<file path="config.mk">
export PLATFORM = sky130hd
export DESIGN_NAME = sw_capture_ctrl
export DESIGN_NICKNAME = d
export VERILOG_FILES = /design/src/rtl/sw_capture_ctrl.sv
export SDC_FILE = /design/constraint.sdc
export NUM_CORES = 1
export LEC_CHECK = 0
export ABC_AREA = 0
export CORE_ASPECT_RATIO = 1.2
export CORE_MARGIN = 3
export CORE_UTILIZATION = 57
export CTS_CLUSTER_SIZE = 20
export DETAILED_ROUTE_END_ITERATION = 8
export PLACE_DENSITY = 0.85
export SETUP_SLACK_MARGIN = 0.3
export SLEW_MARGIN = 10
export SYNTH_ARGS = -nofsm -noshare
export SYNTH_HDL_FRONTEND = slang
export SYNTH_SLANG_ARGS = --single-unit
</file>
<file path="constraint.sdc">
create_clock -name clk_50m -period 5 [get_ports clk_50m]
set_input_delay 1 -clock clk_50m [delete_from_list [all_inputs] [get_ports clk_50m]]
set_output_delay 1 -clock clk_50m [all_outputs]
set_load 0.02 [all_outputs]
</file>
<file path="src/rtl/sw_capture_ctrl.sv">
// Debounced push-button capture of the switch bank into a single-entry event
// register with a valid/ready handshake, event counter and sticky overrun flag.
//
// state        | meaning
// -------------+------------------------------------------------------------
// ST_IDLE      | button released and debounced; waiting for a press
// ST_PRESS     | button seen high; counting stable-high cycles
// ST_CAPTURE   | one cycle; compare switches against last capture, load/drop
// ST_RELEASE   | waiting for the button to be stably low before re-arming
module sw_capture_ctrl #(
  parameter int DEBOUNCE_CYCLES = 500000,
  parameter int SW_W            = 10,
  parameter int CNT_W           = 8
) (
  input  logic             clk_50m,
  input  logic             rst_n_i,
  input  logic [SW_W-1:0]  sw_i,
  input  logic             btn_i,
  output logic [SW_W-1:0]  evt_data_o,
  output logic             evt_valid_o,
  input  logic             evt_ready_i,
  output logic [CNT_W-1:0] evt_cnt_o,
  output logic             busy_o,
  output logic             overrun_o
);

  localparam int DB_W = $clog2(DEBOUNCE_CYCLES);
  localparam logic [DB_W-1:0] DB_LAST = DB_W'(DEBOUNCE_CYCLES - 1);

  localparam logic [1:0] ST_IDLE    = 2'd0;
  localparam logic [1:0] ST_PRESS   = 2'd1;
  localparam logic [1:0] ST_CAPTURE = 2'd2;
  localparam logic [1:0] ST_RELEASE = 2'd3;

  // Two-flop synchronizers for the asynchronous board inputs
  logic            btn_meta_q, btn_meta_d;
  logic            btn_s_q,    btn_s_d;
  logic [SW_W-1:0] sw_meta_q,  sw_meta_d;
  logic [SW_W-1:0] sw_s_q,     sw_s_d;

  logic [1:0]       state_q,   state_d;
  logic [DB_W-1:0]  db_cnt_q,  db_cnt_d;
  logic [SW_W-1:0]  last_sw_q, last_sw_d;
  logic [SW_W-1:0]  data_q,    data_d;
  logic             valid_q,   valid_d;
  logic [CNT_W-1:0] evt_cnt_q, evt_cnt_d;
  logic             overrun_q, overrun_d;

  logic xfer;
  logic sw_changed;
  logic can_load;

  always_comb begin
    btn_meta_d = btn_i;
    btn_s_d    = btn_meta_q;
    sw_meta_d  = sw_i;
    sw_s_d     = sw_meta_q;
  end

  assign xfer       = valid_q & evt_ready_i;
  assign sw_changed = (sw_s_q != last_sw_q);
  // A load is allowed into an empty register, or into one being drained this cycle
  assign can_load   = ~valid_q | xfer;

  always_comb begin
    state_d   = state_q;
    db_cnt_d  = db_cnt_q;
    last_sw_d = last_sw_q;
    data_d    = data_q;
    valid_d   = valid_q;
    evt_cnt_d = evt_cnt_q;
    overrun_d = overrun_q;

    if (xfer) begin
      valid_d = 1'b0;
    end

    case (state_q)
      ST_IDLE: begin
        db_cnt_d = '0;
        if (btn_s_q) begin
          state_d = ST_PRESS;
        end
      end

      ST_PRESS: begin
        if (!btn_s_q) begin
          state_d  = ST_IDLE;
          db_cnt_d = '0;
        end else if (db_cnt_q == DB_LAST) begin
          state_d  = ST_CAPTURE;
          db_cnt_d = '0;
        end else begin
          db_cnt_d = db_cnt_q + 1'b1;
        end
      end

      ST_CAPTURE: begin
        db_cnt_d = '0;
        state_d  = ST_RELEASE;
        if (sw_changed) begin
          if (can_load) begin
            data_d    = sw_s_q;
            valid_d   = 1'b1;
            last_sw_d = sw_s_q;
            evt_cnt_d = evt_cnt_q + 1'b1;
          end else begin
            // last_sw is left alone so the next press retries this word
            overrun_d = 1'b1;
          end
        end
      end

      ST_RELEASE: begin
        if (btn_s_q) begin
          db_cnt_d = '0;
        end else if (db_cnt_q == DB_LAST) begin
          state_d  = ST_IDLE;
          db_cnt_d = '0;
        end else begin
          db_cnt_d = db_cnt_q + 1'b1;
        end
      end

      default: begin
        state_d  = ST_IDLE;
        db_cnt_d = '0;
      end
    endcase
  end

  always_ff @(posedge clk_50m or negedge rst_n_i) begin
    if (!rst_n_i) begin
      btn_meta_q <= 1'b0;
      btn_s_q    <= 1'b0;
      sw_meta_q  <= '0;
      sw_s_q     <= '0;
    end else begin
      btn_meta_q <= btn_meta_d;
      btn_s_q    <= btn_s_d;
      sw_meta_q  <= sw_meta_d;
      sw_s_q     <= sw_s_d;
    end
  end

  always_ff @(posedge clk_50m or negedge rst_n_i) begin
    if (!rst_n_i) begin
      state_q   <= ST_IDLE;
      db_cnt_q  <= '0;
      last_sw_q <= '0;
      data_q    <= '0;
      valid_q   <= 1'b0;
      evt_cnt_q <= '0;
      overrun_q <= 1'b0;
    end else begin
      state_q   <= state_d;
      db_cnt_q  <= db_cnt_d;
      last_sw_q <= last_sw_d;
      data_q    <= data_d;
      valid_q   <= valid_d;
      evt_cnt_q <= evt_cnt_d;
      overrun_q <= overrun_d;
    end
  end

  assign evt_data_o  = data_q;
  assign evt_valid_o = valid_q;
  assign evt_cnt_o   = evt_cnt_q;
  assign overrun_o   = overrun_q;
  assign busy_o      = (state_q != ST_IDLE);

endmodule

</file>
# Word-level counts from Yosys, hierarchy flattened
# Index checks and enable logic that the tools add are counted.
dict set report word_totals {
  register_bits 63
  latchBits 0
  ramBits 0
  mem_bits_ro 0
  in_bits 14
  word_cells 45
  n_memories 0
}
dict set report op_classes {
  add_sub_neg 2
  multipliers 0
  div 0
  order_cmp 0
  n_eq_ne 9
  n_shift 0
  muxes 14
  n_bitwise 4
  reduce_logical 6
}
# cell n
set ops {}
lappend ops {{19-bit 2-to-1 mux} 3}
lappend ops {{19-bit one-hot mux with 3 select lines} 1}
lappend ops {{19-bit by 1-bit adder with 19-bit output, second input constant} 1}
lappend ops {{19-bit == test, second input constant} 1}
lappend ops {{2-bit 2-to-1 mux} 5}
lappend ops {{10-bit != test} 1}
lappend ops {{8-bit by 1-bit adder with 8-bit output, second input constant} 1}
lappend ops {{2-bit one-hot mux with 4 select lines} 1}
lappend ops {{2-bit != test, second input constant} 3}
lappend ops {{3-bit AND reduction} 2}
lappend ops {{2-bit == test, second input constant} 2}
lappend ops {{1-bit 2-to-1 mux} 4}
lappend ops {{4-bit AND reduction} 1}
lappend ops {{3-bit != test, second input constant} 1}
lappend ops {{2-bit by 1-bit == test with 1-bit output, second input constant} 1}
lappend ops {{2-bit zero test} 1}
lappend ops {{1-bit NOT} 2}
lappend ops {{2-bit nonzero test} 1}
lappend ops {{2-bit OR reduction} 1}
lappend ops {{1-bit AND} 1}
lappend ops {{1-bit OR} 1}

# Longest topological paths before layout
dict set report logic_depth {
  word_depth 5
  depth_mapped 6
  mapped_depth_nobuf 6
}

# Worst setup path before layout
# No wires, ideal clock.
dict set report synth_path {
  path_type {input port to flip-flop}
  startpoint {input port evt_ready_i}
  endpoint {register evt_cnt_q[1] (netlist: evt_cnt_o[1])}
  setup_ns 0.125
  arrival_time_ns 1.951
  required_ns 4.875
  slack_ns 2.924
  stages 5
  path_buffers 1
  path_cell_list {nand2b_1 -> nand2_1 -> a31oi_4 -> buf_6 -> mux2_4}
}
dict set report synth_between {
  elab_chain_len 3
}
# element line_no
set synth_rtl {}
lappend synth_rtl {{from (decl)} 21} ;# input logic evt_ready_i,
lappend synth_rtl {{1-bit AND} 60} ;# assign xfer = valid_q & evt_ready_i;
lappend synth_rtl {{1-bit OR} 63} ;# assign can_load = ~valid_q | xfer;
lappend synth_rtl {{3-bit AND reduction (no line)} -}
lappend synth_rtl {{to (signal assigned)} 161} ;# evt_cnt_q <= evt_cnt_d;
lappend synth_rtl {{to (decl)} 46} ;# logic [CNT_W-1:0] evt_cnt_q, evt_cnt_d;
# Every way passes these cells.
# A chain may end at the register's enable or synchronous reset.

==> flow_metrics.tcl <==
set metrics [dict create \
    hold-path-endpoint "sw_s_q[2]$_DFF_PN0_" \
    place_congestion 0.767 \
    maxUsedRoutingLayer "met4" \
    drtIter0Drc 60 \
    fp.dieH_um 78.5 \
    relSlewSlack 0.490 \
    p_int_w 0.000879 \
    dpl_worst_slack_ps 2230 \
    critPathMaxStageDelay_ps 540 \
    cp_slowest_cell "clkdlybuf4s50_1" \
    cp.arrival_ps 1590 \
    wl_um 4380 \
    cts_setup_buffers 0 \
    die_w_um 66.4 \
    path_buf_inv 1 \
    setup_tns_ps 0 \
    synth-seq-cells 63 \
    antenna_found_initial 0 \
    numClockSinks 63 \
    cts_tree "done" \
    p_switching_w 0.000203 \
    cts-buffers-inserted 9 \
    path_delay_family "buffers and inverters" \
    dieArea_mm2 0.00522 \
    mostFrequentLayoutCells "dfrtp_1 (63), clkdlybuf4s50_1 (33), xor2_1 (24), nor2_1 (23), nand2_1 (14)" \
    dpl.hpwl_um 2800 \
    drive_above_1_share 0.146 \
    syn_inst 191 \
    gr-total-overflow 0 \
    grt_pass1_wl_um 7610 \
    met2WireLength_um 2370 \
    hold_ws_ps 347 \
    status "completed" \
    rr_worst_depth 5 \
    max_freq_mhz 387 \
    cp-start-kind "register" \
    cp_data_required_time_ps 4000 \
    synth_area_mm2 0.00250 \
    avgSynthCellArea_um2 13.1 \
    r2r-start "db_cnt_q[0]$_DFF_PN0_" \
    powerDensity_mw_per_mm2 346 \
    drv_slew 0 \
    area_growth_pct 25.4 \
    wl_met1_um 1740 \
    rows 25 \
    clock_path_buffers 2 \
    hold_viol 0 \
    cp_max_fo 5 \
    finalSetupViolCount 0 \
    ios 35 \
    finalCritPeriodShare 0.517 \
    diodes 0 \
    cap_violations 0 \
    route.antenna.remaining_nets 0 \
    power_frac_seq 0.486 \
    worst_slack_ps 2410 \
    yosysWarnings 0 \
    worstHoldStart "sw_meta_q[2]$_DFF_PN0_" \
    hp-class "reg2reg" \
    rsz0062_at_grt "no" \
    pwr-share-clk 0.486 \
    grt.total_usage 0.195 \
    p_leak_nw 1.39 \
    remaining_drc_errors 0 \
    fin_nets 251 \
    fin_skew_ps 5.28 \
    worstHoldPathCells 0 \
    viasPerCell 5.22 \
    layout_commonest_cell "dfrtp_1" \
    tightest_slew_ps 765 \
    clkLatencyLatePin_ps 330 \
    reg2reg_slack_ps 2950 \
    synth.net_count 207 \
    first_pass_iters 4 \
    portBuffers 34 \
    path_class "reg2out" \
    initial_core_util 0.614 \
    wl_met3_um 166 \
    grt_max_degree 64 \
    avgRoutedWirePerCell_um 14.9 \
    yosys.area.top_type_share 0.631 \
    worst-path-stages 2 \
    yosys-top-cells-area "dfrtp_1 (63%), xor2_1 (8.4%), mux2_2 (4.1%), xnor2_1 (3.9%), nor2_1 (3.5%)" \
    cp_cell_sequence "or2_2 -> clkdlybuf4s50_1" \
    root_buffer "clkbuf_8" \
    synth_cell_types 25 \
    cts_resized 0 \
    min_period_ps 2590 \
    yosysSeqAreaShare 0.631 \
    end_kind "primary output" \
    ctsHoldBuffers 0 \
    htreeDepth 3 \
    clk_pin_slew_ps 60 \
    vias 1534 \
    vdd_drop_max_v 0.000215 \
    grt_pass1_vias 1667 \
    r2r_end "db_cnt_q[11]$_DFF_PN0_" \
    combPwrFrac 0.029 \
    core_area_mm2 0.00407 \
    synth.largest_area_cell "dfrtp_1" \
    switching_share 0.188 \
]
==> state kept, by name (all words and copies together), names as in the netlist, named ones only <==
name         count
sw_s_q          10
btn_meta_q       1
sw_meta_q       10
db_cnt_q        19
state_q          1
btn_s_q          1
evt_data_o      10
evt_cnt_o        8
overrun_o        1
evt_valid_o      1
==> how the worst max path moves through the flow <==
stage / from / end / slack, ps
2_1_floorplan: evt_ready_i / evt_cnt_o[1]$_DFFE_PN0P_ / 2920
3_3_place_gp: evt_ready_i / evt_data_o[3]$_DFFE_PN0P_ / 2270
3_5_place_dp: evt_ready_i / evt_data_o[3]$_DFFE_PN0P_ / 2230
4_1_cts: register / busy_o / 2390
5_1_grt: register / busy_o / 2360
6_report: register / busy_o / 2410
==> layer usage <==
metal  track usage  vias up
li1              -      731
met1         0.235      761
met2         0.323       33
met3        0.0443        9
met4        0.0996        0
met5             0        -
==> through the flow <==
step                      cell area [µm²]  instances   util  total power, W
after floorplan                      2500        191      -        0.000542
after global routing                 3130        294  0.770         0.00112
after detailed placement             2890        278  0.711        0.000567
after CTS                            3130        294  0.770         0.00110
after global placement               2890        278  0.711        0.000566
final                                3130        294  0.770         0.00108
==> layout make-up <==
type	instances	area, µm²
flip-flops and latches	63	1580
fillers	260	935
multi-input cells	123	895
repair buffers	35	343
clock buffers	13	149
clock inverters	3	90.1
well taps	54	67.6
inverters	3	11.3
==> synth_stat cells <==
master	n
a31oi_4	1
and2_1	1
and3_1	1
and4_1	3
buf_6	1
clkbuf_1	1
dfrtp_1	63
ha_1	2
inv_1	3
maj3_1	1
mux2_2	9
mux2_4	3
nand2_1	14
nand2b_1	1
nand3_1	8
nand4_1	9
nor2_1	23
nor2b_1	1
nor4_1	2
nor4_2	4
nor4bb_1	1
o21bai_1	1
or2_2	3
xnor2_1	11
xor2_1	24
==> worst register-to-register path: cells and delay by family (launching register included) <==
family                     cells  cell delay, ps
adders and majority gates      1             270
DFF                            1             410
and+or+nand+nor                4            1280
==> power by group through the flow <==
stage / combinational (W) / clock [W] / sequential [W]
3_5_place_dp: 0.0000318 / 0 / 0.000535
2_1_floorplan: 0.00000893 / 0 / 0.000533
6_report: 0.0000309 / 0.000526 / 0.000525
5_1_grt: 0.0000349 / 0.000559 / 0.000526
3_3_place_gp: 0.0000312 / 0 / 0.000534
4_1_cts: 0.0000321 / 0.000539 / 0.000525
==> kinds of logic (layout without fill, tap and decap cells) <==
logic type / count (synthesis) / in the layout / synth area share
AOI/OAI and AO/OA: 2 / 2 / 0.0115
and+or+nand+nor: 71 / 71 / 0.151
buffers and inverters: 5 / 54 / 0.0105
muxes: 12 / 12 / 0.0586
xor gates and xnor gates: 35 / 35 / 0.123
DFF: 63 / 63 / 0.631
adders and majority gates: 3 / 3 / 0.0140
(Power assumes the default switching activity.)
